$ cat src/rtl/mem_port_arbiter.sv
// mem_port_arbiter: one-at-a-time arbiter/sequencer sharing a single-port memory between
// instruction fetch and load/store. Define ARB_FAIRNESS_EN to bound fetch starvation.
module mem_port_arbiter #(
    parameter int unsigned ADDR_W     = 32,
    parameter int unsigned DATA_W     = 32,
    parameter int unsigned MEM_LAT    = 2,
    parameter int unsigned STARVE_MAX = 4
) (
    input  logic              clk,
    input  logic              rst,
    input  logic              if_req,
    input  logic [ADDR_W-1:0] if_addr,
    output logic              if_gnt,
    output logic              if_rvalid,
    output logic [DATA_W-1:0] if_rdata,
    input  logic              dm_req,
    input  logic              dm_we,
    input  logic [ADDR_W-1:0] dm_addr,
    input  logic [DATA_W-1:0] dm_wdata,
    output logic              dm_gnt,
    output logic              dm_rvalid,
    output logic [DATA_W-1:0] dm_rdata,
    output logic              mem_en,
    output logic              mem_we,
    output logic [ADDR_W-1:0] mem_addr,
    output logic [DATA_W-1:0] mem_wdata,
    input  logic [DATA_W-1:0] mem_rdata
);
    localparam int unsigned LAT_W = (MEM_LAT > 1) ? $clog2(MEM_LAT) : 1;

    typedef enum logic [1:0] {S_IDLE, S_ISSUE, S_WAIT, S_RESP} state_e;

    state_e              state_q, state_d;
    logic [LAT_W-1:0]    cnt_q, cnt_d;
    logic                owner_dm_q, owner_dm_d;
    logic                store_q, store_d;
    logic                if_rvalid_q, if_rvalid_d;
    logic                dm_rvalid_q, dm_rvalid_d;
    logic [DATA_W-1:0]   if_rdata_q, if_rdata_d;
    logic [DATA_W-1:0]   dm_rdata_q, dm_rdata_d;
    logic                mem_en_q, mem_en_d;
    logic                mem_we_q, mem_we_d;
    logic [ADDR_W-1:0]   mem_addr_q, mem_addr_d;
    logic [DATA_W-1:0]   mem_wdata_q, mem_wdata_d;
    logic                arb_slot, force_if, pick_dm, pick_if;

`ifdef ARB_FAIRNESS_EN
    localparam int unsigned STARVE_W = (STARVE_MAX > 0) ? $clog2(STARVE_MAX + 1) : 1;
    logic [STARVE_W-1:0] starve_q, starve_d;
`endif

    // Grants are combinational and only offered while idle or in the response cycle.
    always_comb begin
        arb_slot = rst && ((state_q == S_IDLE) || (state_q == S_RESP));
`ifdef ARB_FAIRNESS_EN
        force_if = if_req && dm_req && (starve_q == STARVE_W'(STARVE_MAX));
`else
        force_if = 1'b0;
`endif
        pick_dm  = arb_slot && dm_req && !force_if;
        pick_if  = arb_slot && if_req && !pick_dm;
    end

`ifdef ARB_FAIRNESS_EN
    // Saturating count of contested data wins; any fetch grant clears it.
    always_comb begin
        starve_d = starve_q;
        if (pick_if) begin
            starve_d = '0;
        end else if (pick_dm && if_req && (starve_q != STARVE_W'(STARVE_MAX))) begin
            starve_d = starve_q + STARVE_W'(1);
        end
    end
`endif

    // Sequencer next state and registered outputs.
    always_comb begin
        state_d     = state_q;
        cnt_d       = cnt_q;
        owner_dm_d  = owner_dm_q;
        store_d     = store_q;
        if_rvalid_d = 1'b0;
        dm_rvalid_d = 1'b0;
        if_rdata_d  = if_rdata_q;
        dm_rdata_d  = dm_rdata_q;
        mem_en_d    = 1'b0;
        mem_we_d    = 1'b0;
        mem_addr_d  = mem_addr_q;
        mem_wdata_d = mem_wdata_q;

        case (state_q)
            S_IDLE, S_RESP: begin
                if (pick_dm || pick_if) begin
                    state_d    = S_ISSUE;
                    owner_dm_d = pick_dm;
                    store_d    = pick_dm && dm_we;
                    mem_en_d   = 1'b1;
                    mem_we_d   = pick_dm && dm_we;
                    mem_addr_d = pick_dm ? dm_addr : if_addr;
                    if (pick_dm) begin
                        mem_wdata_d = dm_wdata;
                    end
                end else begin
                    state_d = S_IDLE;
                end
            end
            S_ISSUE: begin
                state_d = S_WAIT;
                cnt_d   = LAT_W'(MEM_LAT - 1);
            end
            S_WAIT: begin
                if (cnt_q == '0) begin
                    state_d = S_RESP;
                    if (owner_dm_q) begin
                        dm_rvalid_d = 1'b1;
                        if (!store_q) begin
                            dm_rdata_d = mem_rdata;
                        end
                    end else begin
                        if_rvalid_d = 1'b1;
                        if_rdata_d  = mem_rdata;
                    end
                end else begin
                    cnt_d = cnt_q - LAT_W'(1);
                end
            end
        endcase
    end

    always_ff @(posedge clk) begin
        if (!rst) begin
            state_q     <= S_IDLE;
            cnt_q       <= '0;
            owner_dm_q  <= 1'b0;
            store_q     <= 1'b0;
            if_rvalid_q <= 1'b0;
            dm_rvalid_q <= 1'b0;
            if_rdata_q  <= '0;
            dm_rdata_q  <= '0;
            mem_en_q    <= 1'b0;
            mem_we_q    <= 1'b0;
            mem_addr_q  <= '0;
            mem_wdata_q <= '0;
`ifdef ARB_FAIRNESS_EN
            starve_q    <= '0;
`endif
        end else begin
            state_q     <= state_d;
            cnt_q       <= cnt_d;
            owner_dm_q  <= owner_dm_d;
            store_q     <= store_d;
            if_rvalid_q <= if_rvalid_d;
            dm_rvalid_q <= dm_rvalid_d;
            if_rdata_q  <= if_rdata_d;
            dm_rdata_q  <= dm_rdata_d;
            mem_en_q    <= mem_en_d;
            mem_we_q    <= mem_we_d;
            mem_addr_q  <= mem_addr_d;
            mem_wdata_q <= mem_wdata_d;
`ifdef ARB_FAIRNESS_EN
            starve_q    <= starve_d;
`endif
        end
    end

    assign if_gnt    = pick_if;
    assign dm_gnt    = pick_dm;
    assign if_rvalid = if_rvalid_q;
    assign dm_rvalid = dm_rvalid_q;
    assign if_rdata  = if_rdata_q;
    assign dm_rdata  = dm_rdata_q;
    assign mem_en    = mem_en_q;
    assign mem_we    = mem_we_q;
    assign mem_addr  = mem_addr_q;
    assign mem_wdata = mem_wdata_q;

endmodule

$ cat config.mk
export PLATFORM = sky130hd
export DESIGN_NAME = mem_port_arbiter
export DESIGN_NICKNAME = d
export VERILOG_FILES = /design/src/rtl/mem_port_arbiter.sv
export SDC_FILE = /design/constraint.sdc
export NUM_CORES = 1
export LEC_CHECK = 0
export BUFFER_PORTS_ARGS = -buffer_cell sky130_fd_sc_hd__buf_2
export CELL_PAD_IN_SITES_DETAIL_PLACEMENT = 1
export CELL_PAD_IN_SITES_GLOBAL_PLACEMENT = 2
export CORE_AREA = 5 5 144 146
export CTS_BUF_LIST = sky130_fd_sc_hd__clkbuf_8
export DETAILED_ROUTE_END_ITERATION = 8
export DIE_AREA = 0 0 149 151
export PLACE_DENSITY = 0.95
export REMOVE_ABC_BUFFERS = 1
export SLEW_MARGIN = 20
export SYNTH_ARGS = -nofsm -noshare
export SYNTH_HDL_FRONTEND = slang
export SYNTH_SLANG_ARGS = --single-unit
$ cat constraint.sdc
create_clock -name clk -period 3.4 [get_ports clk]
set_input_delay 0.51 -clock clk [delete_from_list [all_inputs] [get_ports clk]]
set_output_delay 0.51 -clock clk [all_outputs]
set_load 0.02 [all_outputs]
==> metrics.txt, run 1 <==
Pre-antenna DRT Iters=4; met2 WL post-DR=7720 µm; fraction of registers with async set/reset=0%; Critical Path Source=state_q[0]; switching share of power=33.1%; Syn Area/Cell=8.92 µm²; hpwl dp=approximately 12,000 µm; share of post-route cells with drive strength above 1=a little over a third; pin count of the biggest net entering global routing=between 100 and 150; ANT nets after route=0; num rows=a little over 50; worst r2r src=state_q[0]; number of global-route vias before repair=~5,000; Met1 Wirelength=between 6000 and 7000 µm; RSZ-0062 raised after global routing=no; CTS Buf Count=17; fmax=around 0.47 GHz; Tot GR Track Use=14.1%; worst min-delay path class=input port to flop; clk sinks=between 100 and 150; RD Place Congestion=between 0.7 and 0.8; Via Count=~5,000; synth unique cells=29; core area=between 0.015 and 0.02 mm²; Layout Utilization=37.4%; CTS tree=yes; PD cells=around 620 mW/mm²; I/O pins=267; crit path DAT=approximately 1.6 ns; number of port buffers=between 200 and 300; # diodes=0; leading area contributor after synthesis=dfxtp_1; CP Cell Sequence=inv_1, ha_1, and4b_1, buf_2; ratio of final minimum period to clock period=around 63%; Worst Hold Path Cells=3; nets=slightly below 1,000; fin cells=around 1,100; Final setup viols=0; Seq/Total Area, Yosys=around half; Sequential Power Share=a little over two fifths; die height=about 150 µm; top_reg_cell synth=dfxtp_1; Detailed Route WL=about 16,000 µm; H-tree levels=4; Netlist Area Pre-Place=~0.0053 mm²; placed insts=about 1,100; CP endpoint=if_gnt; Clk pwr share=approximately a third; Initial Utilization=27.6%; Die ar.=approximately 0.022 mm²; met3 wire length=1380 µm; CP max-delay cell=ha_1; crit start category=flop; Sw Pwr=1.49 mW; worst r2r dst=dm_rdata[15]; Clock Pin Slew Worst Setup and Hold Paths=roughly 0.09 ns; highest routed layer=met4; clk_lat worst skew=0.43 ns; warnings from Yosys=0; share of the synthesized area in the top cell type=51.5%; via density per instance=about 4.4; final hold violations=0; Slew HR=40.2%; deepest clock path buffer count=2; Synth area leaders=dfxtp_1, nand2_1, o211a_1, mux2i_1, o21ai_1; Routed wire per std cell=between 10 and 15 µm; Post-synth EDFFs=0; Crit Path Class=flop to output port; first-pass GRT wire length=about 25,000 µm; Reg2Reg Setup Slack=approximately 1.4 ns; Max Cap Viol=0; PnR worst setup slack=roughly 1.3 ns; final number of max-transition violations=0; DP Area=about 0.0068 mm²; Post-CTS Setup Repair Bufs=0; worst-path fanout max=8; Crit path largest cell delay=around 0.43 ns; hold_buf cts=0; Horiz. Die Dim=between 100 and 150 µm; Gate power share=23.5%; worst reg2reg path depth=5; critical path depth=4; post-CTS sizing=0; Place WS=around 1.3 ns; LEAKAGE=between 3 and 4 nW; Syn Inst Count=just under 600; Post-Layout Inst Area=just over 0.007 mm²; CP bufs+invs=2; Pint=between 3 and 4 mW; Iteration-0 DRC Markers=~110; FF+latch count, synth=about 140; Remaining DRCs=0; clk_skew=0.0140 ns; Final TNS setup=0 ns; fillers=roughly 2,400; crit end category=output port; highest ir drop seen on vdd=around 0.00023 V; Worst Tran Pin Value=around 0.9 ns; critical path's top delay family=adder cells; WP data required=2.89 ns; grt total ovfl=0; outcome=complete, no violations; Root Driver=clkbuf_8; min Tclk post-route=between 2 and 2.5 ns; antenna violations before repair=0; Area Growth Syn to Fin=35.3%
how the worst min path moves through the flow:
| stage | from | to | slack (ns) |
|---|---|---|---|
| 2_1_floorplan | state_q[0] | state_q[0] | 0.47 |
| 3_3_place_gp | mem_wdata[28] | mem_wdata[28] | 0.43 |
| 3_5_place_dp | mem_wdata[21] | mem_wdata[21] | 0.44 |
| 4_1_cts | dm_wdata[1] | mem_wdata[1] | 0.22 |
| 5_1_grt | dm_wdata[1] | mem_wdata[1] | 0.24 |
| 6_report | dm_wdata[1] | mem_wdata[1] | 0.27 |
power by group through the flow:
stage	Combinational [mW]	Clock, mW	Sequential (mW)
2_1_floorplan	0.374	0	2.18
3_3_place_gp	1.06	0	1.94
3_5_place_dp	1.08	0	1.95
4_1_cts	1.08	1.58	1.92
5_1_grt	1.17	1.65	1.94
6_report	1.06	1.52	1.92
synthesized netlist by cell type (all sizes together) (2+ instances only):
library cell,instances
mux2i,32
and2,2
nor2b,2
dfxtp,137
o21ai,65
and3,2
and4b,2
nand3,32
o211a,34
a21boi,32
clkbuf,15
nand2,195
buf,36
layout make-up:
type                            instances  area (µm²)  share of cell area, %
Clock inverter                         15         215                   2.99
Timing Repair Buffer                  271        1380                   19.2
Multi-Input combinational cell        408        2290                   31.8
Clock buffer                           17         234                   3.25
Tap cell                              265         332                   4.60
Inverter                                1        3.75                 0.0521
Sequential cell                       137        2740                   38.1
state kept, by name (all words and copies together) (netlist names):
name / count
state_q: 2
owner_dm_q: 1
mem_wdata: 32
dm_rvalid: 1
cnt_q: 1
mem_en: 1
mem_addr: 32
if_rvalid: 1
mem_we: 1
dm_rdata: 32
store_q: 1
if_rdata: 32
kinds of logic (layout without fill, tap and decap cells):
group,Yosys count,after routing,synth area share (%)
compound gates,134,134,17.5
flops,137,137,51.5
simple gates,241,241,18.8
buf+inv,52,304,5.90
fa+ha+maj,1,1,0.235
mux,32,32,6.02
metal layers:
metal	vias up	global-route usage [%]
met5	-	0
met1	2275	16.3
met4	0	4.99
met3	14	5.66
met2	186	23.6
li1	2480	-
through the flow:
step,total power [mW],hold WS (ns)
6_report,4.49,0.271
5_1_grt,4.76,0.236
4_1_cts,4.58,0.220
3_5_place_dp,3.04,0.438
3_3_place_gp,3.00,0.431
2_1_floorplan,2.55,0.475
tightest hold or removal path, delay by kind of cell:
kind	cells	cell delay (ns)
AO/OA/AOI/OAI	1	0.05
AND/OR/NAND/NOR	1	0.04
buffers and inverters	1	0.07
placed cells by master (no fill, tap or decap), drive strengths merged:
cell,instances
ha,1
and4b,2
nand2,195
nor3b,1
o211a,34
nor2b,2
and2,2
or3b,1
a21oi,1
dfxtp,137
nand2b,1
bufinv,4
mux2i,32
inv,6
clkbuf,17
nand3,32
a22oi,1
buf,271
and3,2
nor2,1
clkinvlp,3
nand4bb,1
or2b,1
o21ai,65
a21boi,32
clkinv,3
o21a,1
Power figures use the tool's default switching activity.
==> run 2: changes to the inputs <==
Settings changed: CORE_AREA 5 5 144 146 to 5 5 150 152, DIE_AREA 0 0 149 151 to 0 0 155 157, PLACE_DENSITY 0.95 to 0.92.
Clock period 3.4 ns to 2.1 ns, I/O delays scaled along.
==> metrics.txt, run 2 (synthesis results as in run 1) <==
Tot GR Track Use=13.8% (was 14.1%); core area=0.0209 mm² (was 0.0193 mm²); CP bufs+invs=2 (unchanged); CP max-delay cell=ha_1 (unchanged); antenna violations before repair=1 (was 0); nets=977 (was 970); Iteration-0 DRC Markers=148 (was 109); Layout Utilization=34.9% (was 37.4%); num rows=53 (was 51); Remaining DRCs=0 (unchanged); CP Cell Sequence=inv_1, ha_1, and3_4, buf_2 (was inv_1, ha_1, and4b_1, buf_2); Final TNS setup=0 ns (unchanged); critical path's top delay family=adder cells (unchanged); PD cells=992 mW/mm² (was 623 mW/mm²); final number of max-transition violations=0 (unchanged); crit path DAT=1.65 ns (was 1.64 ns); via density per instance=4.41 (was 4.45); Crit path largest cell delay=0.40 ns (was 0.43 ns); Slew HR=63.3% (was 40.2%); Initial Utilization=25.5% (was 27.6%); RD Place Congestion=0.769 (was 0.731); Clock Pin Slew Worst Setup and Hold Paths=0.08 ns (was 0.09 ns); Pre-antenna DRT Iters=4 (unchanged); overall power=7.23 mW (was 4.49 mW); Place WS=0.374 ns (was 1.33 ns); Die ar.=0.0243 mm² (was 0.0225 mm²); fin cells=1,129 (was 1,114); min Tclk post-route=1.97 ns; H-tree levels=4 (unchanged); Max Cap Viol=0 (unchanged); Root Driver=clkbuf_8 (unchanged); Via Count=4,980 (was 4,955); CTS Buf Count=17 (unchanged); crit end category=output port (unchanged); Horiz. Die Dim=155 µm (was 149 µm); number of port buffers=266 (unchanged); commonest non-fill, non-tap cell in the layout=buf_2 (unchanged); Detailed Route WL=16,900 µm (was 16,300 µm); commonest non-fill, non-tap cells in the layout=buf_2, nand2_1, dfxtp_1 (unchanged); Crit Path Class=flop to output port (unchanged); clk sinks=137 (unchanged); clk_lat worst skew=0.42 ns (was 0.43 ns); pin count of the biggest net entering global routing=130 (was 140); Post-Layout Inst Area=0.00729 mm² (was 0.00720 mm²); final hold violations=0 (unchanged); worst-path fanout max=8 (unchanged); worst min-delay path class=input port to flop (unchanged); ratio of final minimum period to clock period=between 90% and 100%; grt total ovfl=0 (unchanged); Worst Tran Pin Value=0.550 ns (was 0.895 ns); LEAKAGE=3.72 nW (was 3.68 nW); ANT nets after route=0 (unchanged); fmax=between 0.5 and 0.6 GHz; die height=157 µm (was 151 µm); RSZ-0062 raised after global routing=no (unchanged); CTS tree=yes (unchanged); highest ir drop seen on vdd=0.000424 V (was 0.000226 V); PnR worst setup slack=0.133 ns (was 1.25 ns); number of global-route vias before repair=5,093 (was 5,009); Area Growth Syn to Fin=37.0% (was 35.3%); WP data required=1.78 ns (was 2.89 ns); deepest clock path buffer count=2 (unchanged); Final setup viols=0 (unchanged); first-pass GRT wire length=26,700 µm (was 25,200 µm); placed insts=1,098 (was 1,082); worst hold slack=0.0865 ns (was 0.271 ns); I/O pins=267 (unchanged); outcome=complete, no violations (unchanged); DP Area=0.00686 mm² (was 0.00675 mm²); hpwl dp=12,600 µm (was 11,800 µm); hold_buf cts=0 (unchanged); # diodes=0 (unchanged); crit start category=flop (unchanged); clk_skew=0.00967 ns (was 0.0140 ns); Routed wire per std cell=15.0 µm (was 14.6 µm); share of post-route cells with drive strength above 1=36.5% (was 36.2%)
run 2: layer usage:
layer	wire length (µm)	global-route usage (%)
met2	8010	23.4
met5	12	0
met4	180	3.99
met3	1550	5.39
met1	7160	16.3
run 2: worst min-delay path, delay by kind of cell:
family                 cells  cell delay [ns]
buffers and inverters      1             0.07
AND/OR/NAND/NOR            1             0.04
AO/OA/AOI/OAI              1             0.05
run 2: area by class of cell:
cell class	count	area [µm²]
Inverter	1	3.75
Tap cell	275	344
Fill cell	2558	13600
Clock inverter	12	175
Clock buffer	18	248
Sequential cell	137	2740
Multi-Input combinational cell	408	2290
Timing Repair Buffer	278	1490
run 2: power by group:
| group | leakage (nW) | switching, mW | total [mW] | internal, mW |
|---|---|---|---|---|
| Sequential | 1.12 | 0.176 | 3.10 | 2.93 |
| Combinational | 2.39 | 1.11 | 1.77 | 0.662 |
| Clock | 0.207 | 1.04 | 2.35 | 1.31 |
run 2: repair_timing:
| action | in CTS | in global routing |
|---|---|---|
| setup endpoints to repair | 1 | 0 |
| gates resized for setup | 1 | 0 |
| setup buffers | 1 | 0 |
run 2: path summary, 6_finish.rpt:
check / slack [ns] / cells past startpoint / end / from
min reg2reg: 0.45 / 2 / mem_wdata[0] / mem_wdata[0]
max reg2reg: 0.35 / 7 / mem_wdata[15] / state_q[0]
min: 0.09 / 3 / mem_wdata[10] / dm_wdata[10]
max: 0.13 / 4 / dm_gnt / state_q[0]
==> run 3: changes to the inputs <==
Settings changed: CORE_AREA 5 5 150 152 to 5 5 152 154, CTS_BUF_LIST sky130_fd_sc_hd__clkbuf_8 to not set, DIE_AREA 0 0 155 157 to 0 0 157 159, PLACE_DENSITY 0.92 to 0.9.
Clock period 2.1 ns to 2 ns, I/O delays scaled along.
==> metrics.txt, run 3 (synthesis results as in run 1) <==
grt total ovfl=0 (unchanged); crit start category=flop (unchanged); pin count of the biggest net entering global routing=111 (was 130); Crit Path Class=flop to output port (unchanged); Post-Layout Inst Area=0.00751 mm² (was 0.00729 mm²); clk sinks=137 (unchanged); DP Area=0.00689 mm² (was 0.00686 mm²); number of global-route vias before repair=5,205 (was 5,093); deepest clock path buffer count=2 (unchanged); fmax=0.520 GHz; Final setup viols=0 (unchanged); ratio of final minimum period to clock period=between 90% and 100%; hold wc startpoint=dm_wdata[28] (was dm_wdata[10]); Reg2Reg Setup Slack=0.32 ns (was 0.35 ns); Layout Utilization=34.8% (was 34.9%); clk_skew=0.0144 ns (was 0.00967 ns); antenna violations before repair=0 (was 1); Via Count=5,028 (was 4,980); Slew HR=68.7% (was 63.3%); crit path DAT=1.62 ns (was 1.65 ns); outcome=complete, no violations (unchanged); CP bufs+invs=2 (unchanged); worst-path fanout max=8 (unchanged); Place WS=0.263 ns (was 0.374 ns); Detailed Route WL=16,800 µm (was 16,900 µm); Die ar.=0.0250 mm² (was 0.0243 mm²); first-pass GRT wire length=26,900 µm (was 26,700 µm); WP data required=1.70 ns (was 1.78 ns); Tot GR Track Use=13.4% (was 13.8%); commonest non-fill, non-tap cells in the layout=buf_2, nand2_1, dfxtp_1 (unchanged); Worst Hold Path Cells=3 (unchanged); ANT nets after route=0 (unchanged); core area=0.0216 mm² (was 0.0209 mm²); commonest non-fill, non-tap cell in the layout=buf_2 (unchanged); Max Cap Viol=0 (unchanged); Initial Utilization=24.7% (was 25.5%); PnR worst setup slack=0.0767 ns (was 0.133 ns); worst reg2reg path depth=7 (unchanged); Sw Pwr=2.70 mW (was 2.33 mW); hpwl dp=12,400 µm (was 12,600 µm); overall power=8.39 mW (was 7.23 mW); fillers=2,618 (was 2,558); Pint=5.68 mW (was 4.90 mW); Area Growth Syn to Fin=41.0% (was 37.0%); Pre-antenna DRT Iters=4 (unchanged); num rows=54 (was 53); RSZ-0062 raised after global routing=no (unchanged); # diodes=0 (unchanged); CP max-delay cell=ha_2 (was ha_1); share of post-route cells with drive strength above 1=37.0% (was 36.5%); CTS tree=yes (unchanged); Worst Hold Endpoint=mem_wdata[28] (was mem_wdata[10]); worst r2r src=state_q[0] (unchanged); Horiz. Die Dim=157 µm (was 155 µm); RD Place Congestion=0.780 (was 0.769); worst r2r dst=mem_wdata[10] (was mem_wdata[15]); die height=159 µm (was 157 µm); nets=980 (was 977); via density per instance=4.41 (about the same); hold_buf cts=0 (unchanged); Worst Tran Pin Value=0.470 ns (was 0.550 ns); final number of max-transition violations=0 (unchanged); critical path depth=4 (unchanged); PD cells=1120 mW/mm² (was 992 mW/mm²); final hold violations=0 (unchanged); clk_lat worst skew=0.42 ns (about the same); crit end category=output port (unchanged); Clock Pin Slew Worst Setup and Hold Paths=0.07 ns (was 0.08 ns); H-tree levels=4 (unchanged); LEAKAGE=3.81 nW (was 3.72 nW); critical path's top delay family=adder cells (unchanged); CP Cell Sequence=inv_1, ha_2, and4b_1, buf_2 (was inv_1, ha_1, and3_4, buf_2); Routed wire per std cell=14.7 µm (was 15.0 µm); Gate power share=22.6% (was 24.5%); CTS Buf Count=17 (unchanged); Crit path largest cell delay=0.39 ns (was 0.40 ns); Root Driver=clkbuf_16 (was clkbuf_8); I/O pins=267 (unchanged); Clk pwr share=38.5% (was 32.5%); Remaining DRCs=0 (unchanged); highest ir drop seen on vdd=0.000467 V (was 0.000424 V); switching share of power=32.2% (about the same); min Tclk post-route=approximately 1.9 ns; worst min-delay path class=input port to flop (unchanged); Iteration-0 DRC Markers=134 (was 148); Sequential Power Share=38.8% (was 42.9%); number of port buffers=266 (unchanged)
-- run 3: changes by cell type in the layout (fill, tap and decap cells not counted), moves of 2 or more --
cell / delta
bufinv_16: -2
clkbuf_8: -18
clkinv_2: -3
clkbuf_16: +17
inv_8: +4
buf_4: +3
inv_6: +3
-- run 3: per-stage QoR --
| step | hold slack (ns) | cells | TNS [ns] |
|---|---|---|---|
| 3_5_place_dp | 0.438 | 1106 | 0 |
| 2_1_floorplan | 0.415 | 546 | -30.89 |
| 4_1_cts | 0.0474 | 1139 | 0 |
| 3_3_place_gp | 0.433 | 1106 | 0 |
| 6_report | 0.0760 | 1139 | 0 |
| 5_1_grt | 0.0671 | 1139 | 0 |
-- run 3: area by class of cell --
class	count	area [µm²]	area share [%]
Tap cell	280	350	4.67
Sequential cell	137	2740	36.5
Timing Repair Buffer	281	1510	20.1
Multi-Input combinational cell	408	2300	30.6
Clock inverter	15	180	2.40
Inverter	1	3.75	0.0500
Clock buffer	17	425	5.67
-- run 3: routing by layer --
layer,vias up,part of all wire [%],global-route usage [%]
met4,0,1.7,4.02
met2,201,46,21.5
met5,-,0,0
met1,2300,42,16.0
li1,2510,-,-
met3,17,11,6.14
-- run 3: worst max-delay path by stage --
stage	slack, ns	endpoint	startpoint
global route	0.009	if_gnt	state_q[0]
CTS	0.02	if_gnt	state_q[0]
detailed placement	0.26	mem_wdata[10]	state_q[0]
global placement	0.32	dm_gnt	state_q[0]
floorplan	-0.57	dm_rdata[0]	state_q[0]
finish	0.08	if_gnt	state_q[0]
-- run 3: power by group through the flow --
stage / registers (mW) / clock network (mW) / logic, mW
finish: 3.26 / 3.23 / 1.90
global route: 3.31 / 3.50 / 2.09
CTS: 3.26 / 3.38 / 1.94
detailed placement: 3.32 / 0 / 1.93
global placement: 3.30 / 0 / 1.89
floorplan: 3.70 / 0 / 0.636
-- run 3: worst min-delay path, delay by kind of cell --
family | cells | cell delay (ns)
simple gates | 1 | 0.04
compound gates | 1 | 0.05
buf+inv | 1 | 0.07
-- run 3: what timing repair did --
action / in CTS / in global routing
resized for setup: 2 / 0
buffers inserted: 1 / 0
endpoints found under the setup margin: 2 / 0
